[src/rtl/abro_pkg.sv]
// Shared types for the ABRO event driver: FSM states, sequence modes and event helpers.
package abro_pkg;

   localparam int TIMEOUT_DEFAULT = 8;

   typedef enum logic [2:0] {
      ST_IDLE,
      ST_GAP_1,
      ST_FIRE_1,
      ST_GAP_2,
      ST_FIRE_2,
      ST_WAIT_O,
      ST_REPORT
   } state_t;

   typedef enum logic [1:0] {
      MODE_AB     = 2'b00,
      MODE_BA     = 2'b01,
      MODE_BOTH   = 2'b10,
      MODE_A_ONLY = 2'b11
   } mode_t;

   function automatic logic fire1_a(input mode_t m);
      return m != MODE_BA;
   endfunction

   function automatic logic fire1_b(input mode_t m);
      return (m == MODE_BA) || (m == MODE_BOTH);
   endfunction

   function automatic logic two_events(input mode_t m);
      return (m == MODE_AB) || (m == MODE_BA);
   endfunction

endpackage

[src/rtl/abro_event_driver_if.sv]
// Request/result bundle between the sequence controller and the driver.
interface abro_event_driver_if #(
   parameter int GAP_W = 4
);
   logic             start;
   logic [1:0]       mode;
   logic [GAP_W-1:0] gap;
   logic             o;
   logic             a;
   logic             b;
   logic             busy;
   logic             done;
   logic             pass;

   modport master (output start, mode, gap, o, input a, b, busy, done, pass);
   modport slave  (input start, mode, gap, o, output a, b, busy, done, pass);
endinterface

[src/rtl/abro_cycle_counter.sv]
// Loadable down-counter that saturates at zero; zero flag is combinational from the count.
module abro_cycle_counter #(
   parameter int W = 4
) (
   input  logic         clk,
   input  logic         reset,
   input  logic         load,
   input  logic         dec,
   input  logic [W-1:0] val,
   output logic         zero
);
   logic [W-1:0] count;

   always_ff @(posedge clk) begin
      if (reset)
         count <= '0;
      else if (load)
         count <= val;
      else if (dec && count != '0)
         count <= count - W'(1);
   end

   assign zero = (count == '0);
endmodule

[src/rtl/abro_event_driver.sv]
// Drives one A/B event sequence into an ABRO machine and checks its o response.
// Events land at start+1+gap and start+2+2*gap; start is ignored unless idle.
module abro_event_driver
   import abro_pkg::*;
#(
   parameter int GAP_W   = 4,
   parameter int TIMEOUT = TIMEOUT_DEFAULT
) (
   input  logic               clk,
   input  logic               reset,
   abro_event_driver_if.slave bus
);
   localparam int TO_W  = $clog2(TIMEOUT + 1);
   localparam int CNT_W = (GAP_W > TO_W) ? GAP_W : TO_W;

   state_t           state;
   mode_t            mode_q;
   mode_t            mode_in;
   logic [GAP_W-1:0] gap_q;
   logic             cnt_load;
   logic             cnt_dec;
   logic             cnt_zero;
   logic [CNT_W-1:0] cnt_val;

   assign mode_in = mode_t'(bus.mode);

   // Counter is loaded with length-1 so that zero marks the last cycle of a phase.
   always_comb begin
      cnt_load = 1'b0;
      cnt_dec  = 1'b0;
      cnt_val  = '0;
      case (state)
         ST_IDLE: begin
            cnt_load = bus.start && (bus.gap != '0);
            cnt_val  = CNT_W'(bus.gap) - CNT_W'(1);
         end
         ST_FIRE_1: begin
            cnt_load = 1'b1;
            cnt_val  = (two_events(mode_q) && gap_q != '0) ? CNT_W'(gap_q) - CNT_W'(1)
                                                           : CNT_W'(TIMEOUT - 1);
         end
         ST_FIRE_2: begin
            cnt_load = 1'b1;
            cnt_val  = CNT_W'(TIMEOUT - 1);
         end
         ST_GAP_1, ST_GAP_2, ST_WAIT_O: cnt_dec = 1'b1;
         default: ;
      endcase
   end

   abro_cycle_counter #(.W(CNT_W)) u_cnt (
      .clk   (clk),
      .reset (reset),
      .load  (cnt_load),
      .dec   (cnt_dec),
      .val   (cnt_val),
      .zero  (cnt_zero)
   );

   always_ff @(posedge clk) begin
      if (reset) begin
         state    <= ST_IDLE;
         mode_q   <= MODE_AB;
         gap_q    <= '0;
         bus.a    <= 1'b0;
         bus.b    <= 1'b0;
         bus.busy <= 1'b0;
         bus.done <= 1'b0;
         bus.pass <= 1'b0;
      end else begin
         bus.a    <= 1'b0;
         bus.b    <= 1'b0;
         bus.done <= 1'b0;
         case (state)
            ST_IDLE: begin
               bus.busy <= 1'b0;
               if (bus.start) begin
                  mode_q   <= mode_in;
                  gap_q    <= bus.gap;
                  bus.busy <= 1'b1;
                  bus.pass <= 1'b0;
                  if (bus.gap == '0) begin
                     state <= ST_FIRE_1;
                     bus.a <= fire1_a(mode_in);
                     bus.b <= fire1_b(mode_in);
                  end else begin
                     state <= ST_GAP_1;
                  end
               end
            end
            ST_GAP_1: begin
               if (bus.o) begin
                  state    <= ST_REPORT;
                  bus.done <= 1'b1;
               end else if (cnt_zero) begin
                  state <= ST_FIRE_1;
                  bus.a <= fire1_a(mode_q);
                  bus.b <= fire1_b(mode_q);
               end
            end
            ST_FIRE_1: begin
               if (bus.o) begin
                  state    <= ST_REPORT;
                  bus.done <= 1'b1;
               end else if (!two_events(mode_q)) begin
                  state <= ST_WAIT_O;
               end else if (gap_q == '0) begin
                  state <= ST_FIRE_2;
                  bus.a <= (mode_q == MODE_BA);
                  bus.b <= (mode_q == MODE_AB);
               end else begin
                  state <= ST_GAP_2;
               end
            end
            ST_GAP_2: begin
               if (bus.o) begin
                  state    <= ST_REPORT;
                  bus.done <= 1'b1;
               end else if (cnt_zero) begin
                  state <= ST_FIRE_2;
                  bus.a <= (mode_q == MODE_BA);
                  bus.b <= (mode_q == MODE_AB);
               end
            end
            ST_FIRE_2: begin
               if (bus.o) begin
                  state    <= ST_REPORT;
                  bus.done <= 1'b1;
               end else begin
                  state <= ST_WAIT_O;
               end
            end
            ST_WAIT_O: begin
               // A-only expects the machine to stay silent; the others expect o.
               if (bus.o) begin
                  state    <= ST_REPORT;
                  bus.done <= 1'b1;
                  bus.pass <= (mode_q != MODE_A_ONLY);
               end else if (cnt_zero) begin
                  state    <= ST_REPORT;
                  bus.done <= 1'b1;
                  bus.pass <= (mode_q == MODE_A_ONLY);
               end
            end
            ST_REPORT: begin
               state    <= ST_IDLE;
               bus.busy <= 1'b0;
            end
            default: state <= ST_IDLE;
         endcase
      end
   end
endmodule

[src/flat_wrapper.sv]
// flat-port wrapper written by rule: the top's interface ports become plain ports
module abro_event_driver_flat import abro_pkg::*;
#(
   parameter int GAP_W   = 4,
   parameter int TIMEOUT = TIMEOUT_DEFAULT
)
  (clk, reset, bus_start, bus_mode, bus_gap, bus_o, bus_a, bus_b, bus_busy, bus_done, bus_pass);
  abro_event_driver_if #(.GAP_W(GAP_W)) bus_i ();
  input  logic clk;
  input  logic reset;
  input wire logic [$bits(bus_i.start)-1:0] bus_start;
  input wire logic [$bits(bus_i.mode)-1:0] bus_mode;
  input wire logic [$bits(bus_i.gap)-1:0] bus_gap;
  input wire logic [$bits(bus_i.o)-1:0] bus_o;
  output wire logic [$bits(bus_i.a)-1:0] bus_a;
  output wire logic [$bits(bus_i.b)-1:0] bus_b;
  output wire logic [$bits(bus_i.busy)-1:0] bus_busy;
  output wire logic [$bits(bus_i.done)-1:0] bus_done;
  output wire logic [$bits(bus_i.pass)-1:0] bus_pass;
  assign bus_i.start = bus_start;
  assign bus_i.mode = bus_mode;
  assign bus_i.gap = bus_gap;
  assign bus_i.o = bus_o;
  assign bus_a = bus_i.a;
  assign bus_b = bus_i.b;
  assign bus_busy = bus_i.busy;
  assign bus_done = bus_i.done;
  assign bus_pass = bus_i.pass;
  abro_event_driver #(.GAP_W(GAP_W), .TIMEOUT(TIMEOUT)) u_core (.clk(clk), .reset(reset), .bus(bus_i));
endmodule
[config.mk]
export PLATFORM = sky130hd
export DESIGN_NAME = abro_event_driver_flat
export DESIGN_NICKNAME = d
export VERILOG_FILES = /design/src/rtl/abro_pkg.sv /design/src/rtl/abro_event_driver_if.sv /design/src/rtl/abro_cycle_counter.sv /design/src/rtl/abro_event_driver.sv /design/src/flat_wrapper.sv
export SDC_FILE = /design/constraint.sdc
export NUM_CORES = 1
export LEC_CHECK = 0
export ABC_AREA = 1
export ABC_CLOCK_PERIOD_IN_PS = 1800
export CAP_MARGIN = 0
export CORE_MARGIN = 1.5
export CORE_UTILIZATION = 50
export DETAILED_ROUTE_END_ITERATION = 10
export MAX_ROUTING_LAYER = met4
export PLACE_DENSITY = 0.72
export SLEW_MARGIN = 30
export SYNTH_ARGS = -nofsm -noshare
export SYNTH_HDL_FRONTEND = slang
export SYNTH_SLANG_ARGS = --single-unit
[constraint.sdc]
create_clock -name clk -period 1.8 [get_ports clk]
set_input_delay 0.36 -clock clk [delete_from_list [all_inputs] [get_ports clk]]
set_output_delay 0.36 -clock clk [all_outputs]
set_load 0.02 [all_outputs]
==> flow_summary.json, run 1 <==
{
  "die_x_um": 55.1,
  "outcome": "completed",
  "total_die_area_um2": 3040,
  "chip_height_um": 55.1,
  "synthesis.nets": 232,
  "tritoncts": "yes",
  "layout-area-overhead-vs-synth_pct": 17.1,
  "wl_per_cell_um": 12.2,
  "timing.critical_path.from_type": "register",
  "grt_max_degree": 11,
  "cap_violations": 0,
  "arr_time_crit_path_ps": 1250,
  "maxClockFrequency_ghz": 0.622,
  "num_vias": 1369,
  "skew_ps": 9.92,
  "post_synth_instance_area_um2": 1360,
  "synth-edff-count": 0,
  "track_usage_pct": 23.7,
  "h-tree-depth": 1,
  "layout.core_utilization_pct": 63.0,
  "met2WireLength_um": 1460,
  "share_comb_of_total_power_pct": 64.9,
  "grt_first_pass_wirelength_um": 5070,
  "max-vdd-ir-drop_mv": 1.03,
  "syn-instance-count": 212,
  "post_route_cells_drive_above_1_share_pct": 9.44,
  "drtIter0Drc": 40,
  "grt_antenna_before_repair": 0,
  "yosysWarnings": 0,
  "pre_cts_ws_ps": -45.0,
  "drtPass1Iterations": 4,
  "postSynth.topFlopCell": "dfxtp_1",
  "detailed_place.area_um2": 1570,
  "topRoutingLayerUsed": "met4",
  "synth-async-reset-ratio_pct": 0,
  "post_cts_resized": 0,
  "gp_congestion": 0.880,
  "cts_max_path_buffers": 2,
  "port_buffers": 14,
  "period_share_pct": 89.3,
  "p_clk_share_pct": 8.5,
  "tightestPinTransition_ps": 366,
  "post_drt_via_cell_ratio": 5.21,
  "wl_met3_um": 122,
  "floorplan.initialDensity_pct": 53.8,
  "root_buffer": "clkbuf_4",
  "via_count_of_the_first_global_routing_pass": 1181,
  "net-switching-power_mw": 1.33,
  "fin_setup_tns_ps": 0,
  "critical_path_required_ps": 1440,
  "whs_ps": 491,
  "hp-class": "register to register",
  "drt-total-wl_um": 3200,
  "finalInstanceArea_um2": 1590,
  "critical_path.max_stage_delay_ps": 600,
  "critical_path.endpoint_type": "output pin",
  "relSlewSlack_pct": 75.6,
  "clkSinkCount": 18,
  "setup_slack_ps": 193,
  "source_to_sink_clock_delay_at_the_later_pin_of_the_worst_skew_pair_ps": 300,
  "postSynthAreaPerCell_um2": 6.40,
  "clk_transition_reported_paths_ps": 110,
  "final_critical_path_time_including_i_o_delays_and_setup_ps": 1610,
  "internal_power_mw": 1.20,
  "insertedDiodeCount": 0,
  "ys_seq_elements": 18,
  "cp.buffers_inverters": 1,
  "total_of_endpoints_with_negative_setup_slack_in_the_final_report": 0,
  "fraction_of_the_yosys_area_taken_by_sequential_cells_pct": 26.5,
  "remaining_overflow_grt": 0,
  "swShare_pct": 52.6,
  "placement_row_count": 18,
  "cpLargestDelayFamily": "buffers and inverters",
  "power_density_nw_per_um2": 1590,
  "crit_path_cell_chain": "clkdlybuf4s50_1",
  "hold_viol_final": 0,
  "path_class": "register to output pin",
  "leakage_nw": 0.782,
  "cts.repair_timing.setup_buffer_count": 0,
  "critical_path_peak_fanout": 2,
  "fp.coreArea_um2": 2520,
  "drc": 0,
  "part_of_the_power_in_registers_pct": 26.5,
  "post-dp-hpwl_um": 2620,
  "cts_hold_buf": 0,
  "report.final.slew_viol_count": 0,
  "critical-path-slowest-cell": "clkdlybuf4s50_1",
  "number_of_buffers_created_by_cts": 3,
  "met1Wirelength_um": 1600,
  "rsz0062_at_grt": "false",
  "yosysUniqueCellTypes": 24,
  "finalNetCount": 255,
  "antenna_left": 0,
  "boundary_pin_count": 15
}
## routing by layer
metal | track usage (%) | vias up
li1 | - | 724
met1 | 32.1 | 617
met2 | 37.9 | 26
met3 | 2.69 | 2
met4 | 5.69 | 0
met5 | - | -
## placed cells by master (no fill, tap or decap), types with 2 or more instances in the layout
| master | netlist | final |
|---|---|---|
| nand3_1 | 18 | 18 |
| buf_4 | 1 | 8 |
| nand2_4 | 3 | 3 |
| ha_1 | 10 | 10 |
| inv_2 | 2 | 2 |
| o21ai_1 | 3 | 3 |
| a21oi_1 | 16 | 16 |
| xnor2_1 | 2 | 2 |
| nand2_1 | 51 | 51 |
| nor2_4 | 2 | 2 |
| dfxtp_1 | 18 | 18 |
| nand4_1 | 8 | 8 |
| o21ai_0 | 15 | 15 |
| clkdlybuf4s50_1 | 0 | 14 |
| nor2_1 | 20 | 20 |
| inv_1 | 34 | 34 |
| clkbuf_4 | 0 | 3 |
## synth_stat cells, types with 2 or more instances
master	n	area (µm²)
xnor2_1	2	17.5
nand2_4	3	33.8
dfxtp_1	18	360
a21oi_1	16	80.1
nand2_1	51	191
inv_2	2	7.51
nor2_1	20	75.1
nand3_1	18	90.1
inv_1	34	128
o21ai_0	15	75.1
nor2_4	2	22.5
nand4_1	8	50.1
ha_1	10	125
o21ai_1	3	15.0
## layout make-up
cell class,count,area [µm²]
clock buffers,3,22.5
fillers,243,932
flip-flops and latches,18,360
inverters,36,135
repair buffers,22,200
multi-input cells,154,835
well taps,30,37.5
## flip-flops by register name, summed over array words and instances, names as in the netlist
register and cells:
u_core.gap_q 4, u_core.u_cnt.count 4, u_core.state 3, u_core.mode_q 2, u_core.bus.a 1, u_core.bus.b 1
u_core.bus.busy 1, u_core.bus.done 1, u_core.bus.pass 1
## path summary, 6_finish.rpt
path,from,to,slack [ps],depth (start not counted)
worst max-delay path,u_core.bus.busy,bus_busy,190,1
worst max register to register,u_core.u_cnt.count[0],u_core.u_cnt.count[3],290,8
worst min-delay path,u_core.bus.pass,u_core.bus.pass,490,2
worst min register to register,u_core.bus.pass,u_core.bus.pass,490,2
## power by group through the flow
stage | Combinational, mW | Sequential, mW | Clock (mW)
after floorplan | 1.29 | 0.649 | 0
after global placement | 1.59 | 0.673 | 0
after detailed placement | 1.62 | 0.680 | 0
after CTS | 1.63 | 0.670 | 0.212
after global routing | 1.87 | 0.688 | 0.227
final | 1.64 | 0.671 | 0.216
## per-stage QoR
step	total power, mW	cells
2_1_floorplan	1.94	212
3_3_place_gp	2.26	260
3_5_place_dp	2.30	260
4_1_cts	2.51	263
5_1_grt	2.78	263
6_report	2.53	263
## cells by family after synthesis
kind of cell / after synthesis / synth area share (%)
compound gates: 37 / 14.2
xor+xnor: 2 / 1.29
fa+ha+maj: 10 / 9.22
buf+inv: 40 / 12.0
flops: 18 / 26.5
simple gates: 105 / 36.8
(Power assumes the default switching activity.)
==> run 2, diff against run 1 <==
--- a/config.mk
+++ b/config.mk
@@ -8,9 +8,11 @@
 export ABC_AREA = 1
 export ABC_CLOCK_PERIOD_IN_PS = 1800
 export CAP_MARGIN = 0
+export CORE_ASPECT_RATIO = 0.5
 export CORE_MARGIN = 1.5
 export CORE_UTILIZATION = 50
 export DETAILED_ROUTE_END_ITERATION = 10
+export GPL_ROUTABILITY_DRIVEN = 0
 export MAX_ROUTING_LAYER = met4
 export PLACE_DENSITY = 0.72
 export SLEW_MARGIN = 30
==> run 2 against run 1 <==
Net effect:
- count of clock-buffer cells in the layout rose by 1
- fmax up 1.3%
- design area rose by 2.1%
- sequential power up 0.7%
- total power rose by 5.2%
- largest cell class unchanged
- worst setup slack better by 21 ps
- sequential share of layout area shrank 0.47 points
- worst hold slack about the same
- final cell count increased by 2.7%
- clock power up 60%
==> flow_summary.json, run 2 (same netlist as run 1, synthesis figures left out) <==
{
  "mostFrequentLayoutCell": "nand2_1",
  "design_power_total_mw": 2.66,
  "tritoncts": "yes",
  "met2WireLength_um": 1340,
  "reg2reg_depth": 8,
  "antenna_left": 0,
  "final_cell_mix": "51 x nand2_1, 34 x inv_1, 20 x nor2_1",
  "grt_antenna_before_repair": 0,
  "cts_hold_buf": 0,
  "nFillCells": 251,
  "final_critical_path_time_including_i_o_delays_and_setup_ps": 1590,
  "placement_row_count": 13,
  "relSlewSlack_pct": 73.4,
  "post_drt_via_cell_ratio": 5.06,
  "source_to_sink_clock_delay_at_the_later_pin_of_the_worst_skew_pair_ps": 260,
  "hold_viol_final": 0,
  "post_route_cells_drive_above_1_share_pct": 9.44,
  "power_density_nw_per_um2": 1640,
  "topRoutingLayerUsed": "met3",
  "period_share_pct": 88.1,
  "total_of_endpoints_with_negative_setup_slack_in_the_final_report": 0,
  "insertedDiodeCount": 0,
  "whs_path_depth": 2,
  "boundary_pin_count": 15,
  "report.final.slew_viol_count": 0,
  "num_vias": 1366,
  "clkSinkCount": 18,
  "grt_max_degree": 11,
  "chip_height_um": 39.8,
  "max-vdd-ir-drop_mv": 0.663,
  "cts.repair_timing.setup_buffer_count": 0,
  "grt_first_pass_wirelength_um": 5340,
  "layout.core_utilization_pct": 62.8,
  "post-dp-hpwl_um": 2540,
  "root_buffer": "clkbuf_8",
  "cap_violations": 0,
  "path_class": "input pin to register",
  "fp.coreArea_um2": 2590,
  "arr_time_crit_path_ps": 1790,
  "floorplan.initialDensity_pct": 52.5,
  "h-tree-depth": 1,
  "track_usage_pct": 23.6,
  "met1Wirelength_um": 1710,
  "clk_transition_reported_paths_ps": 70,
  "total_die_area_um2": 3060,
  "tightestPinTransition_ps": 398,
  "die_x_um": 76.7,
  "biggestRegsByFlops": "u_core.gap_q: 4 flops, u_core.u_cnt.count: 4 flops, u_core.state: 3 flops",
  "wl_per_cell_um": 12.0,
  "skew_ps": 4.24,
  "remaining_overflow_grt": 0,
  "rsz0062_at_grt": "false",
  "drt-total-wl_um": 3230,
  "cts_max_path_buffers": 2,
  "number_of_buffers_created_by_cts": 3,
  "finalNetCount": 254,
  "whs_ps": 491,
  "maxClockFrequency_ghz": 0.631,
  "drtIter0Drc": 159,
  "drtPass1Iterations": 4,
  "critical_path_peak_fanout": 4,
  "hp-class": "register to register",
  "leakage_nw": 0.792,
  "via_count_of_the_first_global_routing_pass": 1141,
  "port_buffers": 14,
  "critical_path_required_ps": 2000,
  "outcome": "completed",
  "post_cts_resized": 0,
  "drc": 0,
  "layout-area-overhead-vs-synth_pct": 19.6,
  "timing.critical_path.from_type": "input pin",
  "critical_path.endpoint_type": "register",
  "wl_met3_um": 188
}
## run 2: changes by cell type in the layout (fill, tap and decap cells not counted), sizes merged
cell and delta:
buf -1, clkbuf +1
## run 2: worst max-delay path, stage by stage
cell and delay, ps:
clkdlybuf4s50_1 400, inv_1 130, ha_1 160, nand3_1 200
nor2_1 190, nand2_1 90, o21ai_1 120, nor2_1 50
nor2_1 80
## run 2: per-layer routing
layer | global-route usage (%) | vias up
met2 | 36.7 | 43
met3 | 5.12 | 0
met1 | 32.2 | 603
met5 | - | -
li1 | - | 720
met4 | 3.70 | 0
## run 2: report_power, final
part	switching, mW	leakage (nW)	internal [mW]	total [mW]
clock network	0.150	0.0288	0.195	0.345
logic	1.05	0.616	0.584	1.64
registers	0.140	0.148	0.536	0.676
## run 2: final timing paths
kind,slack (ps),endpoint,from
worst min-delay path,490,u_core.bus.pass,u_core.bus.pass
worst max register to register,310,u_core.u_cnt.count[3],u_core.u_cnt.count[0]
worst min register to register,490,u_core.bus.pass,u_core.bus.pass
worst max-delay path,210,u_core.bus.a,bus_gap[0]
## run 2: area by class of cell
type / count / area [µm²] / area share, %
tap: 37 / 46.3 / 2.85
multi-input combinational: 154 / 835 / 51.4
timing repair buffer: 21 / 193 / 11.9
sequential: 18 / 360 / 22.2
inverter: 36 / 135 / 8.32
clock buffer: 4 / 55.1 / 3.39
## run 2: stage by stage
stage	std cells	setup WS, ps	setup TNS (ps)	instance area (µm²)
after floorplan	212	498	0	1360
after global placement	266	-18.3	-26.0	1570
after detailed placement	266	-40.2	-138	1570
after CTS	270	227	0	1620
after global routing	270	72.5	0	1620
final	270	214	0	1620
==> RTL change (config.mk and constraints of run 2) <==
`TIMEOUT_DEFAULT`: 8 -> 16.
--- a/src/rtl/abro_pkg.sv
+++ b/src/rtl/abro_pkg.sv
@@ -2,5 +2,5 @@
 package abro_pkg;
 
-   localparam int TIMEOUT_DEFAULT = 8;
+   localparam int TIMEOUT_DEFAULT = 16;
 
    typedef enum logic [2:0] {
Behaviour: same outputs for any inputs over 10 cycles, from zero or initial values and one cycle with reset high; that may be too few to reach the edited logic, so the function may still have changed.
==> RTL change against run 2 <==
  * Clock power shrank 9.9%
  * First-iteration DRC count down 42%
  * Worst setup slack got worse by 1.9 ps
  * Hold slack worse by 24 ps
  * Synthesized area fell by 0.46%
  * Power decreased by 3.2%
  * Utilization is 0.29 points lower
  * Sequential cell count increased by 1
  * Final area fell by 0.46%
  * Routed wire length decreased by 5.2%
  * Synthesized cell count decreased by 1.9%
  * Register-to-register slack got worse by 80 ps
  * Largest cell class unchanged
  * Highest routed layer is now met4
==> RTL change: results (changes against run 2) <==
Largest stage delay, worst path -> 420 ps (+20 ps)
PortBufs -> 14 (unchanged)
Cell family with most CP delay -> buffers and inverters
HP Start -> u_core.bus.pass
Register area -> 380 sq um (+5.6%)
Detailed Route Iter0 Violations -> 92 (-42%)
Starting Density -> 52.2% (-0.24 points)
Min-delay worst type -> register to register
Drt first pass iters -> 4 (unchanged)
Top Registers -> u_core.u_cnt.count x5, u_core.gap_q x4, u_core.state x3
Clk Latency, worst-skew pair -> 260 ps (about the same)
Comb_multi_in -> 157 (+1.9%)
Wire per inst -> 11.4 um (-4.5%)
Setup crit start -> bus_gap[1]
Nets -> 250 (-1.6%)
Setup Buffers After CTS -> 0 (unchanged)
Register clock-pin slew on the reported worst setup and hold paths -> 70 ps (about the same)
CTS H-tree lvls -> 1 (unchanged)
Sw Share -> 50.3% (-0.21 points)
Clk cell area share -> 2.79% (-0.60 points)
Syn_nets -> 226 (-2.6%)
Pre-CTS setup slack -> -59.9 ps (-19.6 ps)
Run status -> completed
Vias -> 1,321 (-3.3%)
Clk root buf -> clkbuf_8
# resized after CTS -> 0 (unchanged)
Top cells by area, synth -> dfxtp_1, nand2_1, nor2_1, ha_1, nand3_1
First-pass GRT wire length -> 5090 um (-4.8%)
Synth cell types -> 25 (+4.2%)
Area of the multi-input gates -> 836 sq um (+0.15%)
Crit Path Max Fanout -> 11 (+7)
Vias in the first global route -> 1,108 (-2.9%)
# fillers -> 241 (-4.0%)
Aggregate global-route resource usage -> 23.2% (-0.48 points)
CP arrival -> 1750 ps (-40 ps)
Clk_buf instances -> 4 (unchanged)
DP Wirelength -> 2360 um (-7.1%)
Clock Skew -> 2.14 ps (-2.10 ps)
Most frequent cells after synthesis -> nand2_1, nor2_1, inv_1
Non-clk invs -> 29 (-19%)
Worst r2r src -> u_core.state[2]
Worst-margin pin slew -> 455 ps (+57.2 ps)
Ratio of cells with drive above 1 in the final layout -> 9.96% (+0.51 points)
Predominant post-synthesis flop cell -> dfxtp_1
Register area share after synthesis -> 28.1% (+1.6 points)
Repair and plain buffers -> 22 (+4.8%)
Ys Warns -> 0 (unchanged)
CTS Buf Count -> 3 (unchanged)
Non-clock buffer area fraction after layout -> 12.4% (+0.52 points)
Peak supply drop -> 0.554 mV (-16%)
Sequential cells -> 19 (+1)
Longest Clk Path Bufs -> 2 (unchanged)
Leakage -> 0.774 nW (-2.3%)
Post-synth ARST share -> 0% (unchanged)
Largest net degree at the start of global routing -> 14 (+3)
[RTL change: cell types whose count changed after synthesis, sizes merged, moves of 2 or more]
cell,delta
a21oi,+2
ha,-2
inv,-8
nand2,-7
nand4,-5
nor2,+7
o21ai,+4
xor2,+4
[RTL change: path summary, 6_finish.rpt]
path | to | slack (ps) | depth (start not counted)
max | u_core.u_cnt.count[3] | 210 | 8
min | u_core.bus.pass | 470 | 2
max reg2reg | u_core.u_cnt.count[3] | 230 | 7
min reg2reg | u_core.bus.pass | 470 | 2
[RTL change: cell families after synthesis]
| logic type | synth area share [%] |
|---|---|
| XOR/XNOR | 3.24 |
| flip-flops | 28.1 |
| buffers and inverters | 10.0 |
| AO/OA/AOI/OAI | 17.9 |
| AND/OR/NAND/NOR | 33.3 |
| adder cells (fa/ha/maj) | 7.41 |
[RTL change: power groups by stage]
| stage | logic (mW) | registers (mW) | clock network, mW |
|---|---|---|---|
| 6_report | 1.58 | 0.686 | 0.311 |
| 5_1_grt | 1.81 | 0.703 | 0.341 |
| 4_1_cts | 1.56 | 0.683 | 0.326 |
| 3_5_place_dp | 1.55 | 0.692 | 0 |
| 3_3_place_gp | 1.55 | 0.688 | 0 |
| 2_1_floorplan | 1.27 | 0.676 | 0 |
[RTL change: tightest hold or removal path, delay by kind of cell (launching register included)]
kind,cells,cell delay (ps)
flops,1,310
simple gates,1,60
compound gates,1,60
[RTL change: metrics by stage]
stage               instances  instance area (sq um)
floorplan                 208                   1350
global placement          264                   1570
detailed placement        264                   1570
CTS                       268                   1620
global route              268                   1620
finish                    268                   1620
[RTL change: routing by layer]
layer  global-route usage (%)  routed length, um
met5                        -                  0
met4                     4.17                  6
met3                     5.58                118
met2                     34.4               1250
met1                     32.2               1700
